### src/rtl/decode_stage.sv
// decode_stage: registered RV32/RV64 instruction decode with an optional skid buffer
module decode_stage #(
  parameter int XLEN = 32,
  parameter bit EN_M = 0,
  parameter bit SKID = 1
) (
  input  logic            clk,
  input  logic            rst_n,
  input  logic            flush,
  input  logic            in_valid,
  output logic            in_ready,
  input  logic [31:0]     in_instr,
  input  logic [XLEN-1:0] in_pc,
  output logic            out_valid,
  input  logic            out_ready,
  output logic [XLEN-1:0] out_pc,
  output logic [6:0]      opcode,
  output logic [4:0]      rd,
  output logic [4:0]      rs1,
  output logic [4:0]      rs2,
  output logic [2:0]      funct3,
  output logic [6:0]      funct7,
  output logic [XLEN-1:0] imm,
  output logic [2:0]      fmt,
  output logic            rd_en,
  output logic            rs1_en,
  output logic            rs2_en,
  output logic            illegal
);
  localparam bit RV64 = XLEN == 64;
  typedef struct packed {
    logic [XLEN-1:0] pc;
    logic [31:0]     instr;
    logic [XLEN-1:0] imm;
    logic [2:0]      fmt;
    logic            rd_en;
    logic            rs1_en;
    logic            rs2_en;
    logic            illegal;
  } dec_t;
  dec_t dec, out_q, skid_q;
  logic full, ready_q, acc, ok;
  logic [6:0] op, f7;
  logic [2:0] f3, f;
  logic signed [31:0] imm32;
  assign op = in_instr[6:0];
  assign f3 = in_instr[14:12];
  assign f7 = in_instr[31:25];
  always_comb begin
    ok = 1'b1;
    f = 3'd7;
    case (op)
      7'b0110111, 7'b0010111: f = 3'd4;
      7'b1101111: f = 3'd5;
      7'b1100111: begin f = 3'd1; ok = f3 == 3'b000; end
      7'b1100011: begin f = 3'd3; ok = f3[2:1] != 2'b01; end
      7'b0000011: begin f = 3'd1; ok = f3 != 3'b111 && (RV64 || (f3 != 3'b011 && f3 != 3'b110)); end
      7'b0100011: begin f = 3'd2; ok = !f3[2] && (RV64 || f3 != 3'b011); end
      7'b0010011, 7'b0001111: f = 3'd1;
      7'b1110011: begin f = 3'd1; ok = f3 != 3'b100; end
      7'b0011011: begin f = 3'd1; ok = RV64; end
      7'b0110011, 7'b0111011: begin
        f = 3'd0;
        ok = (!op[3] || RV64) && (f7 == 7'b0000000 || f7 == 7'b0100000 || (EN_M && f7 == 7'b0000001));
      end
      default: ok = 1'b0;
    endcase
    if (!ok) f = 3'd7;
    imm32 = f == 3'd1 ? {{20{in_instr[31]}}, in_instr[31:20]} :
            f == 3'd2 ? {{20{in_instr[31]}}, in_instr[31:25], in_instr[11:7]} :
            f == 3'd3 ? {{19{in_instr[31]}}, in_instr[31], in_instr[7], in_instr[30:25], in_instr[11:8], 1'b0} :
            f == 3'd4 ? {in_instr[31:12], 12'b0} :
            f == 3'd5 ? {{11{in_instr[31]}}, in_instr[31], in_instr[19:12], in_instr[20], in_instr[30:21], 1'b0} :
            32'sd0;
    dec.pc = in_pc;
    dec.instr = in_instr;
    dec.imm = XLEN'(imm32);
    dec.fmt = f;
    dec.illegal = !ok;
    dec.rs1_en = f <= 3'd3;
    dec.rs2_en = f == 3'd0 || f == 3'd2 || f == 3'd3;
    dec.rd_en = (f == 3'd0 || f == 3'd1 || f == 3'd4 || f == 3'd5) && in_instr[11:7] != 5'd0 && op != 7'b0001111;
  end
  assign acc = in_valid && in_ready;
  // without the skid entry, ready must look through to out_ready
  assign in_ready = SKID ? ready_q : rst_n && (!out_valid || out_ready);
  always_ff @(posedge clk) begin
    if (!rst_n) begin
      out_q <= '0;
      skid_q <= '0;
      out_valid <= 1'b0;
      full <= 1'b0;
      ready_q <= 1'b0;
    end else if (flush) begin
      out_valid <= 1'b0;
      full <= 1'b0;
      ready_q <= 1'b1;
    end else begin
      if (full) begin
        if (out_ready) begin
          out_q <= skid_q;
          full <= 1'b0;
        end
      end else if (acc) begin
        if (!out_valid || out_ready) begin
          out_q <= dec;
          out_valid <= 1'b1;
        end else begin
          skid_q <= dec;
          full <= 1'b1;
        end
      end else if (out_ready) out_valid <= 1'b0;
      ready_q <= !(full ? !out_ready : acc && out_valid && !out_ready);
    end
  end
  assign out_pc = out_q.pc;
  assign opcode = out_q.instr[6:0];
  assign rd = out_q.instr[11:7];
  assign rs1 = out_q.instr[19:15];
  assign rs2 = out_q.instr[24:20];
  assign funct3 = out_q.instr[14:12];
  assign funct7 = out_q.instr[31:25];
  assign imm = out_q.imm;
  assign fmt = out_q.fmt;
  assign rd_en = out_q.rd_en;
  assign rs1_en = out_q.rs1_en;
  assign rs2_en = out_q.rs2_en;
  assign illegal = out_q.illegal;
endmodule

### config.mk
export PLATFORM = sky130hd
export DESIGN_NAME = decode_stage
export DESIGN_NICKNAME = d
export VERILOG_FILES = /design/src/rtl/decode_stage.sv
export SDC_FILE = /design/constraint.sdc
export NUM_CORES = 1
export LEC_CHECK = 0
export ABC_AREA = 1
export BUFFER_PORTS_ARGS = -buffer_cell sky130_fd_sc_hd__buf_2
export CAP_MARGIN = 5
export CORE_ASPECT_RATIO = 0.75
export CORE_UTILIZATION = 43
export CTS_BUF_LIST = sky130_fd_sc_hd__clkbuf_8 sky130_fd_sc_hd__clkbuf_16
export CTS_CLUSTER_SIZE = 24
export DETAILED_ROUTE_END_ITERATION = 10
export SYNTH_ARGS = -nofsm -noshare
export SYNTH_HDL_FRONTEND = slang
export SYNTH_SLANG_ARGS = --single-unit
### constraint.sdc
create_clock -name clk -period 1.99 [get_ports clk]
set_input_delay 0.398 -clock clk [delete_from_list [all_inputs] [get_ports clk]]
set_output_delay 0.398 -clock clk [all_outputs]
set_load 0.03 [all_outputs]
; Word-level counts from Yosys, hierarchy flattened
; Cells that the tools add are included.
[op_classes]
magnitude_cmp = 1
eq_ne = 27
muxes = 21
n_bitwise = 4
n_reduce_logical = 37
[op_table]
columns = cell, n
row1 = 103-bit two-way mux, 4
row2 = 32-bit two-way mux, 5
row3 = 7-bit by 6-bit equality test with 1-bit output (second input constant), 5
row4 = 7-bit equality test (second input constant), 4
row5 = 7-bit by 5-bit equality test with 1-bit output (second input constant), 3
row6 = 3-bit one-hot mux with 6 select lines, 1
row7 = 1-bit logical AND, 9
row8 = 1-bit two-way mux, 9
row9 = 3-bit != test (second input constant), 3
row10 = 4-bit AND reduction, 2
row11 = 7-bit by 2-bit equality test with 1-bit output (second input constant), 1
row12 = 7-bit by 4-bit equality test with 1-bit output (second input constant), 1
row13 = 7-bit zero test, 1
row14 = 1-bit logical OR, 7
row15 = 7-bit by 4-bit != test with 1-bit output (second input constant), 1
row16 = 1-bit one-hot mux with 7 select lines, 1
row17 = 3-bit by 2-bit equality test with 1-bit output (second input constant), 2
row18 = 3-bit equality test (second input constant), 2
row19 = 1-bit zero test, 6
row20 = 3-bit zero test, 2
row21 = 2-bit nonzero test, 3
row22 = 2-bit OR reduction, 3
row23 = 6-bit OR reduction, 1
row24 = 5-bit nonzero test, 1
row25 = other kinds (9), 13
[totals]
regBits = 209
input_bits = 69
out_inout_bits = 105
wordCells = 109

; Depth between registers and ports, before layout
[depth]
ltp_word = 14
mapped_depth = 16
ltp_nobuf = 15

; Worst setup path after synthesis
; No wires, ideal clock.
[synth_timing]
path_kind = register to register
from = register out_valid
to = register skid_q[21] (netlist name)
setup_ns = 0.116
arrival_time_ns = 1.870
required_time_ns = 1.874
setup_slack_ns = 0.003
stages_incl_launch_ff = 10
path_buffers = 2
synth_period_minus_slack_ns = 1.987
cell_sequence = dfxtp_1 -> inv_1 -> nor2_1 -> nand2_1 -> nor3_2 -> clkbuf_1 -> buf_1 -> nand3_1 -> o211ai_1 -> inv_1
[synth_between]
elab_chain_cells = 4
[synth_lines]
columns = element, line_no
row1 = from (decl), 14  ; output logic out_valid,
row2 = from (signal assigned), 91  ; out_valid <= 1'b0;
row3 = from (signal assigned), 95  ; out_valid <= 1'b0;
row4 = from (signal assigned), 107  ; out_valid <= 1'b1;
row5 = 1-bit zero test, 105  ; if (!out_valid || out_ready) begin
row6 = 1-bit logical OR, 105
row7 = 1-bit inverter (no line), -
row8 = 4-bit AND reduction (no line), -
row9 = to (signal assigned), 90  ; skid_q <= '0;
row10 = to (signal assigned), 109  ; skid_q <= dec;
row11 = to (decl), 41  ; dec_t dec, out_q, skid_q;
; Every way passes these cells.
; A chain may end at the register's enable or synchronous reset.

; Worst setup path after layout
[layout_timing]
from = register full
to = register out_q, in the netlist imm[0]
[layout_between]
elab_chain_cells = 2
word_cells_on_any_way = 5
cone_classes = 1 x eq/ne / 1 x mux / 3 x reduce/logical
[layout_lines]
columns = element, line_no
row1 = from (decl), 42  ; logic full, ready_q, acc, ok;
row2 = from (signal assigned), 92  ; full <= 1'b0;
row3 = from (signal assigned), 96  ; full <= 1'b0;
row4 = from (signal assigned), 102  ; full <= 1'b0;
row5 = 2-bit != test (no line) / 2-bit nonzero test (equally long branches), -
row6 = 4-bit AND reduction (no line), -
row7 = to (signal assigned), 101  ; out_q <= skid_q;
row8 = to (decl), 41
; Several ways; a longest one is shown, not always the timed one.

==> results.toml <==
[synthesis]
yosysTopAreaCell = "dfxtp_1"
synthSimpleGateAreaFrac_pct = 22.64
synthTopCellsByCount = "232 x nand2_1, 209 x dfxtp_1, 170 x nor2_1, 145 x o21ai_0, 81 x a21oi_1"
synth_area_um2 = 8880
syn_area_per_cell_um2 = 7.213
ys_seq_elements = 209
async_flop_share_pct = 0
yosys_warnings = 0
yosysSeqAreaShare_pct = 47.12
synth_fp_nets = 1300
synth_top_family_by_area = "simple AND/OR/NAND/NOR gates"
synth_compound_area_share_pct = 22.38
synth_most_common_cell = "nand2_1"
yosys-top-cells-area = "dfxtp_1 47%, nand2_1 9.8%, o21ai_0 8.2%, nor2_1 7.2%, a21oi_1 4.6%"
synth_cells = 1231
synth_xor_xnor_area_share_pct = 0
synth_cell_types = 31
synth-main-ff-cell = "dfxtp_1"
synth.mux.area_fraction_pct = 0
synth_top_area_share_pct = 47.12
synth_fa_ha_area_share_pct = 0
synth_edf_count = 0

[timing]
fmax_mhz = 546.4
relSlewSlack_pct = 54.31
tightest_slew_ns = 0.6854
skew_ns = 0.01504
fin_crit_sh_pct = 91.97
drv_slew = 0
hold_viol = 0
setup_viol = 0
fin_setup_tns_ns = 0
fin_ws_ns = 0.1599
fin_crit_ns = 1.830

[clock_tree]
clk_latency_ns = 0.50
clkSinkCount = 209
holdBufCountCts = 0
clockRootBuffer = "clkbuf_16"
clockBufferDepth = 3
cts_tree = "yes"
path_clk_slew_ns = 0.07
htreeDepth = 1
cts_buffers = 22

[min_path]
hp-class = "input pin to register"

[place]
dp_slack_ns = -0.4865
placedCellCount = 1650
placed_area_um2 = 10510
port_buffers = 173
dp_hpwl_mm = 17.55
place_congestion = 0.8629

[setup_path]
critical_path.most_common_cell = "nor2_1"
path_max_fanout = 20
worstPathCellList = "buf_4, nor2_1, nor2_4, clkinv_2, buf_12, nor2_1, nand2_1, a21oi_1"
critPathSlowestCell = "dfxtp_4"
cpPeakStageDelay_ns = 0.45
worstPathArrival_ns = 2.27
start_kind = "register"
worstPathRequired_ns = 2.43
crit_path_end_kind = "register"
worst-setup-path-type = "register to register"

[grt]
antenna_found_initial = 0
grt_max_degree = 124
grt_first_pass_wirelength_mm = 42.43
grt_overflow_total = 0
grt_pass1_vias = 7823
grt_util_all_layers_pct = 24.63

[layout]
syn_to_final_growth_pct = 28.19
ff_latch_area_um2 = 4188
antenna_cells = 0
drive_gt1_share_pct = 22.32
final.fill_count = 1945
final_area_um2 = 11380
finish.net_count = 1487
final_cell_count_no_fill = 1692
multi_input_area_um2 = 4014

[power_and_ir_drop]
p_per_area_nw_per_um2 = 860.9
netSwitchingPower_mw = 2.284
power.share.clock_pct = 47.6
swShare_pct = 23.31
p_leak_nw = 5.561
pwr-share-comb_pct = 8.4
peakVddDrop_uv = 537.2
power_frac_seq_pct = 44.0
intPower_mw = 7.516

[job]
cap_violations = 0

[die]
start_util_pct = 43.93
core_area_um2 = 20210
row_count = 45
pin_count = 174
die_h_um = 126.5
dieWidth_um = 167.9
dieArea_um2 = 21240

[drt]
dr.first_iter.drc_count = 716
antenna_left = 0
first_pass_iters = 5
routed_wl_mm = 26.81
drc = 0
via_per_inst = 5.207
vias = 8811
wl_per_cell_um = 15.85

[run_status]
outcome = "completed"
-- sequential cells by signal, indices dropped and copies added, names as in the netlist, 3 cells and up --
signal	count
skid_q	103
imm	32
out_pc	32
funct7	7
opcode	7
rd	5
rs1	5
rs2	5
fmt	3
funct3	3
-- timing repair --
action | 4_1_cts | 5_1_grt
resized for setup | 0 | 3
setup buffers | 0 | 1
setup endpoints to repair | 0 | 60
-- worst paths after layout --
| kind | from | end | slack [ns] | cells after the start |
|---|---|---|---|---|
| worst max-delay path | full | imm[0] | 0.16 | 8 |
| worst min-delay path | in_pc[18] | skid_q[89] | 0.13 | 3 |
| worst max register to register | full | imm[0] | 0.16 | 8 |
| worst min register to register | fmt[0] | fmt[0] | 0.46 | 2 |
-- layout by cell type, fill, tap and decap left out, drive strengths merged --
master	synthesis	final
buf	14	255
nand2	239	239
dfxtp	209	209
nor2	176	176
o21ai	152	152
inv	82	84
a21oi	81	81
nand3	67	67
a31oi	64	64
o211ai	29	29
clkbuf	79	29
a211oi	23	23
clkinv	3	8
bufinv	0	5
nor3	5	5
nand4	3	3
or2	1	1
o21bai	1	1
o22ai	1	1
a221oi	1	1
a21o	1	1
-- worst max-delay path, delay by kind of cell, from the launching register on --
kind | cells | cell delay, ns
and+or+nand+nor | 4 | 0.47
AOI/OAI and AO/OA | 1 | 0.14
buffers and inverters | 3 | 0.71
DFF | 1 | 0.45
-- power groups by stage --
stage / registers [mW] / clock network (mW) / logic (mW)
3_5_place_dp: 4.40 / 0 / 0.807
5_1_grt: 4.32 / 4.93 / 0.893
6_report: 4.31 / 4.67 / 0.824
4_1_cts: 4.31 / 4.74 / 0.811
3_3_place_gp: 4.40 / 0 / 0.806
2_1_floorplan: 4.56 / 0 / 0.287
-- kinds of logic after synthesis --
kind of cell,count (synthesis)
AOI/OAI and AO/OA,353
DFF,209
buffers and inverters,178
and+or+nand+nor,491
-- final cells by class --
class                           instances  area share (%)
Multi-Input combinational cell        844           35.26
Tap cell                              258           2.836
Sequential cell                       209           36.79
Clock buffer                           28           5.760
Inverter                               85           2.825
Clock inverter                         12           1.594
Timing Repair Buffer                  256           14.94
-- layer usage --
layer	part of all wire, %	up-vias	track usage, %
met3	7.2	25	5.335
li1	-	4499	-
met4	1.2	0	3.886
met1	51	4011	37.93
met2	41	276	35.22
met5	0	-	0
-- per-stage QoR --
step           total power [mW]  util [%]  hold WS (ns)
2_1_floorplan             4.842         -        0.4357
3_3_place_gp              5.205     51.98        0.4450
3_5_place_dp              5.209     51.98        0.4500
4_1_cts                   9.861     56.12        0.1223
5_1_grt                   10.14     56.32        0.1268
6_report                  9.800     56.32        0.1332
Power figures use the tool's default switching activity.
